===== src/rtl/wtm_mul_arbiter.sv =====
`default_nettype none
// ============================================================================
// Module   : wtm_mul_arbiter
// Purpose  : Round-robin arbiter that shares one 2-stage, enable-advanced
//            8x8 mantissa multiplier among NREQ requesters. Each product
//            returns on one valid/ready port with its requester id and tag.
//            A drain FSM stops new grants and waits for the pipe to empty.
// Options  : WTM_ARB_STATS_EN adds saturating busy/stall cycle counters.
// Revision : 1.0 - initial release
// ============================================================================
module wtm_mul_arbiter #(
  parameter  int NREQ = 4,
  parameter  int TAGW = 4,
  localparam int IDW  = $clog2(NREQ)
) (
  input  logic                 clk,
  input  logic                 RST,
  input  logic [NREQ-1:0]      req_valid,
  output logic [NREQ-1:0]      req_ready,
  input  logic [NREQ*8-1:0]    req_a,
  input  logic [NREQ*8-1:0]    req_b,
  input  logic [NREQ*TAGW-1:0] req_tag,
  output logic                 resp_valid,
  input  logic                 resp_ready,
  output logic [IDW-1:0]       resp_id,
  output logic [TAGW-1:0]      resp_tag,
  output logic [15:0]          resp_prod,
  input  logic                 drain_req,
  output logic                 drained,
  output logic                 mul_nRST,
  output logic                 mul_en,
  output logic [7:0]           mul_A,
  output logic [7:0]           mul_B,
  input  logic [15:0]          mul_S,
  input  logic                 mul_done
`ifdef WTM_ARB_STATS_EN
  ,
  output logic [15:0]          stat_busy,
  output logic [15:0]          stat_stall
`endif
);

  typedef enum logic [1:0] {
    ST_RUN     = 2'd0,
    ST_DRAIN   = 2'd1,
    ST_DRAINED = 2'd2
  } state_t;

  state_t          state, state_nx;
  logic            v1, v2;
  logic [IDW-1:0]  id1, id2, last;
  logic [TAGW-1:0] tag1, tag2;
  logic            advance, grant_en, grant_any, grant;
  logic [IDW-1:0]  winner, cand;
  int              idx;

  logic [7:0]      a_arr   [NREQ];
  logic [7:0]      b_arr   [NREQ];
  logic [TAGW-1:0] tag_arr [NREQ];

  for (genvar i = 0; i < NREQ; i++) begin : g_unpack
    assign a_arr[i]   = req_a[i*8 +: 8];
    assign b_arr[i]   = req_b[i*8 +: 8];
    assign tag_arr[i] = req_tag[i*TAGW +: TAGW];
  end

  // The whole pipe moves only when the output slot is empty or being consumed.
  assign advance  = ~v2 | resp_ready;
  assign grant_en = advance & (state == ST_RUN) & ~drain_req & ~RST;
  assign grant    = grant_en & grant_any;

  assign mul_nRST   = ~RST;
  assign mul_en     = advance & ~RST;
  assign resp_valid = v2;
  assign resp_id    = id2;
  assign resp_tag   = tag2;
  assign resp_prod  = mul_S;
  assign drained    = (state == ST_DRAINED);

  // Round-robin search starting one past the last winner.
  always_comb begin
    grant_any = 1'b0;
    winner    = '0;
    cand      = '0;
    idx       = 0;
    for (int k = 1; k <= NREQ; k++) begin
      idx  = (int'(last) + k) % NREQ;
      cand = IDW'(idx);
      if (!grant_any && req_valid[cand]) begin
        grant_any = 1'b1;
        winner    = cand;
      end
    end
  end

  // Drive the accept strobe and the winner's operands into the multiplier.
  always_comb begin
    req_ready = '0;
    mul_A     = '0;
    mul_B     = '0;
    if (grant) begin
      req_ready[winner] = 1'b1;
      mul_A             = a_arr[winner];
      mul_B             = b_arr[winner];
    end
  end

  // Shadow of the multiplier pipe: stage 1 = input regs, stage 2 = S_out.
  always_ff @(posedge clk) begin
    if (RST) begin
      v1   <= 1'b0;
      v2   <= 1'b0;
      id1  <= '0;
      id2  <= '0;
      tag1 <= '0;
      tag2 <= '0;
      last <= IDW'(NREQ - 1);
    end else if (advance) begin
      v2   <= v1;
      id2  <= id1;
      tag2 <= tag1;
      v1   <= grant;
      id1  <= grant ? winner : '0;
      tag1 <= grant ? tag_arr[winner] : '0;
      if (grant) begin
        last <= winner;
      end
    end
  end

  // Drain FSM state register.
  always_ff @(posedge clk) begin
    if (RST) begin
      state <= ST_RUN;
    end else begin
      state <= state_nx;
    end
  end

  // Drain FSM next state; dropping drain_req always returns to RUN.
  always_comb begin
    state_nx = state;
    case (state)
      ST_RUN: begin
        if (drain_req) state_nx = ST_DRAIN;
      end
      ST_DRAIN: begin
        if (!drain_req)       state_nx = ST_RUN;
        else if (!v1 && !v2)  state_nx = ST_DRAINED;
      end
      ST_DRAINED: begin
        if (!drain_req) state_nx = ST_RUN;
      end
      default: state_nx = ST_RUN;
    endcase
  end

`ifdef WTM_ARB_STATS_EN
  // Saturating occupancy and output-stall counters.
  always_ff @(posedge clk) begin
    if (RST) begin
      stat_busy  <= '0;
      stat_stall <= '0;
    end else begin
      if ((v1 | v2) && (stat_busy != 16'hFFFF)) begin
        stat_busy <= stat_busy + 16'd1;
      end
      if ((v2 & ~resp_ready) && (stat_stall != 16'hFFFF)) begin
        stat_stall <= stat_stall + 16'd1;
      end
    end
  end
`endif

`ifndef SYNTHESIS
  // The multiplier's own done flag must track our stage-2 valid.
  a_done_tracks_v2: assert property (@(posedge clk) disable iff (RST)
    mul_en |=> (mul_done == v2));
`endif

endmodule
`default_nettype wire


===== config.mk =====
export PLATFORM = sky130hd
export DESIGN_NAME = wtm_mul_arbiter
export DESIGN_NICKNAME = d
export VERILOG_FILES = /design/src/rtl/wtm_mul_arbiter.sv
export SDC_FILE = /design/constraint.sdc
export NUM_CORES = 1
export LEC_CHECK = 0
export CAP_MARGIN = 10
export CORE_ASPECT_RATIO = 1.4
export CORE_MARGIN = 3
export CORE_UTILIZATION = 33
export DETAILED_ROUTE_END_ITERATION = 10
export PLACE_DENSITY = 0.86
export SETUP_SLACK_MARGIN = 0.05
export SYNTH_ARGS = -nofsm -noshare
export SYNTH_HDL_FRONTEND = slang
export SYNTH_SLANG_ARGS = --single-unit

===== constraint.sdc =====
create_clock -name clk -period 3.4 [get_ports clk]
set_input_delay 0.51 -clock clk [delete_from_list [all_inputs] [get_ports clk]]
set_output_delay 0.51 -clock clk [all_outputs]
set_load 0.03 [all_outputs]

==> impl_metrics.env <==
export IMPL_wl_per_cell_um=15.6
export IMPL_core_mm2=0.00461
export IMPL_cp_slowest_cell="clkdlybuf4s50_1"
export IMPL_syn_area_per_cell_um2=8.16
export IMPL_antenna_found_initial=0
export IMPL_cts_inserted_buffers=3
export IMPL_postCtsSetupBuffers=0
export IMPL_critPathMaxFanout=11
export IMPL_p_leak_nw=1.20
export IMPL_htreeDepth=1
export IMPL_final_setup_tns_ns=0
export IMPL_dpl_cell_area_mm2=0.00273
export IMPL_path_clk_slew_ns=0.07
export IMPL_synthCells=196
export IMPL_hold_class="flop to flop"
export IMPL_power_density_mw_per_mm2=277
export IMPL_yosys_warnings=0
export IMPL_gr_usage_all_layers_pct=18.6
export IMPL_clock_path_buffers=2
export IMPL_status="completed"
export IMPL_critPathMaxStageDelay_ns=0.51
export IMPL_dr_pass1_iters=4
export IMPL_min_period_ns=3.14
export IMPL_dieArea_mm2=0.00573
export IMPL_finalHoldViolCount=0
export IMPL_synth_top_cells_by_area="dfxtp_1 (23%), a211oi_1 (19%), mux2i_1 (10%)"
export IMPL_port_buffers=117
export IMPL_cp_top_family="buffers and inverters"
export IMPL_synth_seq_cells=18
export IMPL_syn_nets=301
export IMPL_first_iter_violations=67
export IMPL_path_buf_inv=3
export IMPL_holdWs_ns=0.453
export IMPL_clockPowerShare_pct=22.2
export IMPL_grt_max_degree=29
export IMPL_num_antenna_cells=0
export IMPL_synthToLayoutAreaGrowth_pct=74.4
export IMPL_hpwl_um=4710
export IMPL_crit_chain="clkdlybuf4s50_1 > nor2b_2 > o21ai_4 > and3_1 > buf_4 > mux2i_1 > a211oi_1 > buf_4"
export IMPL_setup_slack_ns=0.257
export IMPL_initial_core_util_pct=34.7
export IMPL_rsz0062_at_grt="false"
export IMPL_final_nets=405
export IMPL_seq_area_frac_synth_pct=22.5
export IMPL_worstHoldStart="tag1[2]"
export IMPL_netSwitchingFraction_pct=32.3
export IMPL_drive_gt1_share_pct=14.4
export IMPL_cts_sinks=18
export IMPL_fin_area_mm2=0.00279
export IMPL_worstSkewPairLatency_ns=0.25
export IMPL_grt_overflow_total=0
export IMPL_maxCapViolations=0
export IMPL_crit_path_start_kind="input pin"
export IMPL_endpoint_kind="output port"
export IMPL_routed_via_density=5.37
export IMPL_final_common_cell="clkdlybuf4s50_1"
export IMPL_dp_slack_ns=0.205
export IMPL_switchingPower_mw=0.249
export IMPL_grt_pass1_wl_um=8470
export IMPL_slew_limit_headroom_pct=71.1
export IMPL_die_x_um=64.9
export IMPL_synth_top_cell_area_share_pct=22.5
export IMPL_worst_pin_slew_ns=0.433
export IMPL_p_seq_share_pct=29.9
export IMPL_internal_power_mw=0.523
export IMPL_yosys_cell_types_count=32
export IMPL_timing_rr_start="last[0]"
export IMPL_yosysTopAreaCell="dfxtp_1"
export IMPL_power_frac_comb_pct=47.9
export IMPL_wl_um=5630
export IMPL_finClkSkew_ns=0.00182
export IMPL_place_gp_congestion=0.735
export IMPL_grt_pass1_vias=1928
export IMPL_period_share_pct=92.5
export IMPL_hold_buffers=0
export IMPL_drt_antenna_violating_nets=0
export IMPL_irDropWorstVdd_mv=0.0943
export IMPL_layout_common_cells="clkdlybuf4s50_1 (97), a211oi_1 (40), buf_4 (34)"
export IMPL_die_h_um=88.4
export IMPL_cts_resized=0
export IMPL_arrival_ns=2.63
export IMPL_vias=1940
export IMPL_crit_required_ns=2.89
export IMPL_post_route_drc_count=0
export IMPL_pin_count=151
export IMPL_fmaxAchievable_mhz=318
export IMPL_slew_viol_final=0
export IMPL_syn_area_mm2=0.00160
export IMPL_startpoint="req_valid[3]"
export IMPL_clockRootBuffer="clkbuf_8"
export IMPL_fill_cells=431
export IMPL_num_rows=29
export IMPL_setup_violations=0
export IMPL_timing_worst_setup_path_type="input pin to output port"
export IMPL_cpMostUsedCell="buf_4"
export IMPL_cts_tree="yes"
## logic make-up after synthesis
| kind of cell | share of synthesized area (%) |
|---|---|
| AOI/OAI and AO/OA | 34.0 |
| and+or+nand+nor | 17.6 |
| buffers and inverters | 15.9 |
| DFF | 22.5 |
| muxes | 10.0 |
## path summary, 6_finish.rpt
kind | end | slack, ns | cells past startpoint
setup / recovery | mul_B[5] | 0.26 | 8
hold / removal | tag1[2] | 0.45 | 2
setup reg to reg | last[1] | 1.77 | 6
hold reg to reg | tag1[2] | 0.45 | 2
## per-layer routing
metal  GRT usage (%)  part of all wire [%]  up-vias
met4            10.8                   4.6        0
met1            17.2                    35      888
met2            38.3                    55       79
met3            2.03                   5.2       25
li1                -                     -      948
met5               0                     0        -
## registers in the layout, indices dropped and copies added, names as in the netlist
name        cells
state           2
resp_valid      1
id1             2
tag1            4
resp_tag        4
resp_id         2
last            2
v1              1
## cell type report
type	instances	area, um2	area share [%]
Tap cell	62	77.6	2.78
Multi-Input combinational cell	133	990	35.5
Timing Repair Buffer	134	1270	45.5
Sequential cell	18	360	12.9
Clock buffer	4	55.1	1.97
Inverter	10	37.5	1.34
## power groups by stage
stage	sequential [mW]	combinational [mW]	clock, mW
floorplan	0.241	0.220	0
global placement	0.235	0.366	0
detailed placement	0.236	0.373	0
CTS	0.231	0.374	0.173
global route	0.232	0.398	0.186
finish	0.231	0.369	0.171
## cell usage after synthesis (all sizes together)
cell type,n
and3,2
a21oi,2
o31ai,4
a22o,6
nor2b,3
inv,10
nand3,1
nor2,8
o211a,1
a21o,5
a211o,2
nor3,4
dfxtp,18
clkbuf,13
o21ai,2
nand2b,2
mux2i,16
a211oi,40
a2111oi,1
buf,22
nand2,8
o22ai,1
and4b,1
a31oi,8
and4,16
## tightest hold or removal path, cell delays in order, from the launching register on
cell and delay [ns]:
dfxtp_1 0.33, nand2_1 0.05, o31ai_1 0.05
## through the flow
stage	util, %	power [mW]	cells
global placement	59.3	0.601	357
detailed placement	59.3	0.609	357
CTS	60.5	0.779	361
finish	60.6	0.772	361
global route	60.6	0.816	361
floorplan	-	0.461	196
Note: power is estimated with default switching activity, not from simulation.
==> edit (same flow settings) <==
The 3 states of `state_t` get a one-hot encoding in 3 bits.
--- a/src/rtl/wtm_mul_arbiter.sv
+++ b/src/rtl/wtm_mul_arbiter.sv
@@ -42,6 +42,6 @@
 
-  typedef enum logic [1:0] {
-    ST_RUN     = 2'd0,
-    ST_DRAIN   = 2'd1,
-    ST_DRAINED = 2'd2
+  typedef enum logic [2:0] {
+    ST_RUN     = 3'b001,
+    ST_DRAIN   = 3'b010,
+    ST_DRAINED = 3'b100
   } state_t;
Formal check against the unedited RTL: same outputs for any inputs over 4 cycles, from zero or initial values and one cycle with RST high; so few cycles prove little.
==> edit against the unedited design <==
Final area grew 5.2%; total power grew 8.3%; sequential cell count grew 1; maximum frequency shrank 3.4%; wire length grew 6.0%; global-route usage grew 0.42 points; worst setup slack lost 0.11 ns; synthesized area grew 7.6%; count of clock-buffer cells in the layout is the same; combinational power grew 18%; clock skew is essentially flat; via count grew 13%; critical endpoint is now mul_A[2]; largest power group unchanged.
==> edit: results (changes against the unedited design) <==
| Metric | Value |
|---|---|
| VDD IR max | `119 µV (+26%)` |
| WL met3 | `311 µm (+7.2%)` |
| R2R Path End | `tag1[2]` |
| Slew @ Worst Pin | `0.534 ns (+0.101 ns)` |
| Met3 GRT Util | `1.73% (-0.30 points)` |
| Global Route Usage Sum | `19.1% (+0.42 points)` |
| Most area-consuming cells after synthesis | `dfxtp_1 22%, a211oi_1 14%, nand2_1 11%` |
| Vias per std cell | `5.37 (about the same)` |
| Syn Area/Cell | `7.08 µm² (-13%)` |
| Met1 Use GR | `21.0% (+3.8 points)` |
| Distinct cell type count after synthesis | `33 (+3.1%)` |
| Synth Net Count | `348 (+16%)` |
| LEAKAGE | `1.24 nW (+2.9%)` |
| Post-synthesis compound-gate area fraction | `38.4% (+4.4 points)` |
| Routed wl met2 | `3220 µm (+3.2%)` |
| Initial DRC count | `87 (+30%)` |
| Top post-synthesis cells by count | `51 x nand2_1, 32 x a211oi_1, 21 x inv_1` |
| M2 GR Usage | `36.6% (-1.7 points)` |
| Fill cells | `497 (+15%)` |
| Tcrit/Tclk final | `95.7% (+3.3 points)` |
| Nets@finish | `449 (+11%)` |
| Post-DP HPWL | `4720 µm (+0.23%)` |
| Worst r2r src | `last[1]` |
| Largest net degree at the start of global routing | `37 (+28%)` |
| Placed cell area | `2870 µm² (+5.2%)` |
| Hold slack | `0.447 ns (-0.00626 ns)` |
| Crit path from | `req_valid[2]` |
| Status | `finished clean` |
| Hold wc startpoint | `id1[1]` |
| Placed cell count | `403 (+13%)` |
| Share of cells above drive strength 1 | `12.2% (-2.1 points)` |
| Worst Path Arrival | `2.75 ns (+0.12 ns)` |
| DR WL/cell | `14.7 µm (-6.0%)` |
| Setup Skew | `0.00210 ns (+0.000280 ns)` |
| Post-Layout Inst Area | `2940 µm² (+5.2%)` |
| Routability congestion estimate | `0.855 (+16%)` |
| Mux cell area share after synthesis | `0.581% (-9.4 points)` |
edit: changes by cell type after synthesis, sizes merged, moves of 4 or more:
cell,before,now
inv,10,21
a211oi,40,32
a221oi,0,8
mux2i,16,1
a31oi,8,0
a311oi,0,16
and4,16,0
nand2,8,51
nor2,8,15
a21oi,2,6
edit: where the power goes:
part / switching (W) / internal [W] / total, W / leakage [nW]
clock: 0.0000681 / 0.0000831 / 0.000151 / 0.0228
combinational: 0.000217 / 0.000220 / 0.000436 / 1.06
sequential: 0.0000127 / 0.000236 / 0.000249 / 0.155
total: 0.000297 / 0.000539 / 0.000836 / 1.24
edit: critical path, cell delays in order:
cell	delay (ns)
clkdlybuf4s50_1	0.51
or3b_1	0.46
o21ai_4	0.14
a21o_1	0.22
buf_12	0.18
a211oi_1	0.08
a311oi_1	0.35
buf_4	0.19
buf_12	0.11
edit: cell type report:
class	count	share of cell area, %
clock buffers	4	1.53
inverters	22	2.81
multi-input cells	166	35.2
flip-flops and latches	19	13.0
well taps	64	2.73
repair buffers	132	44.8
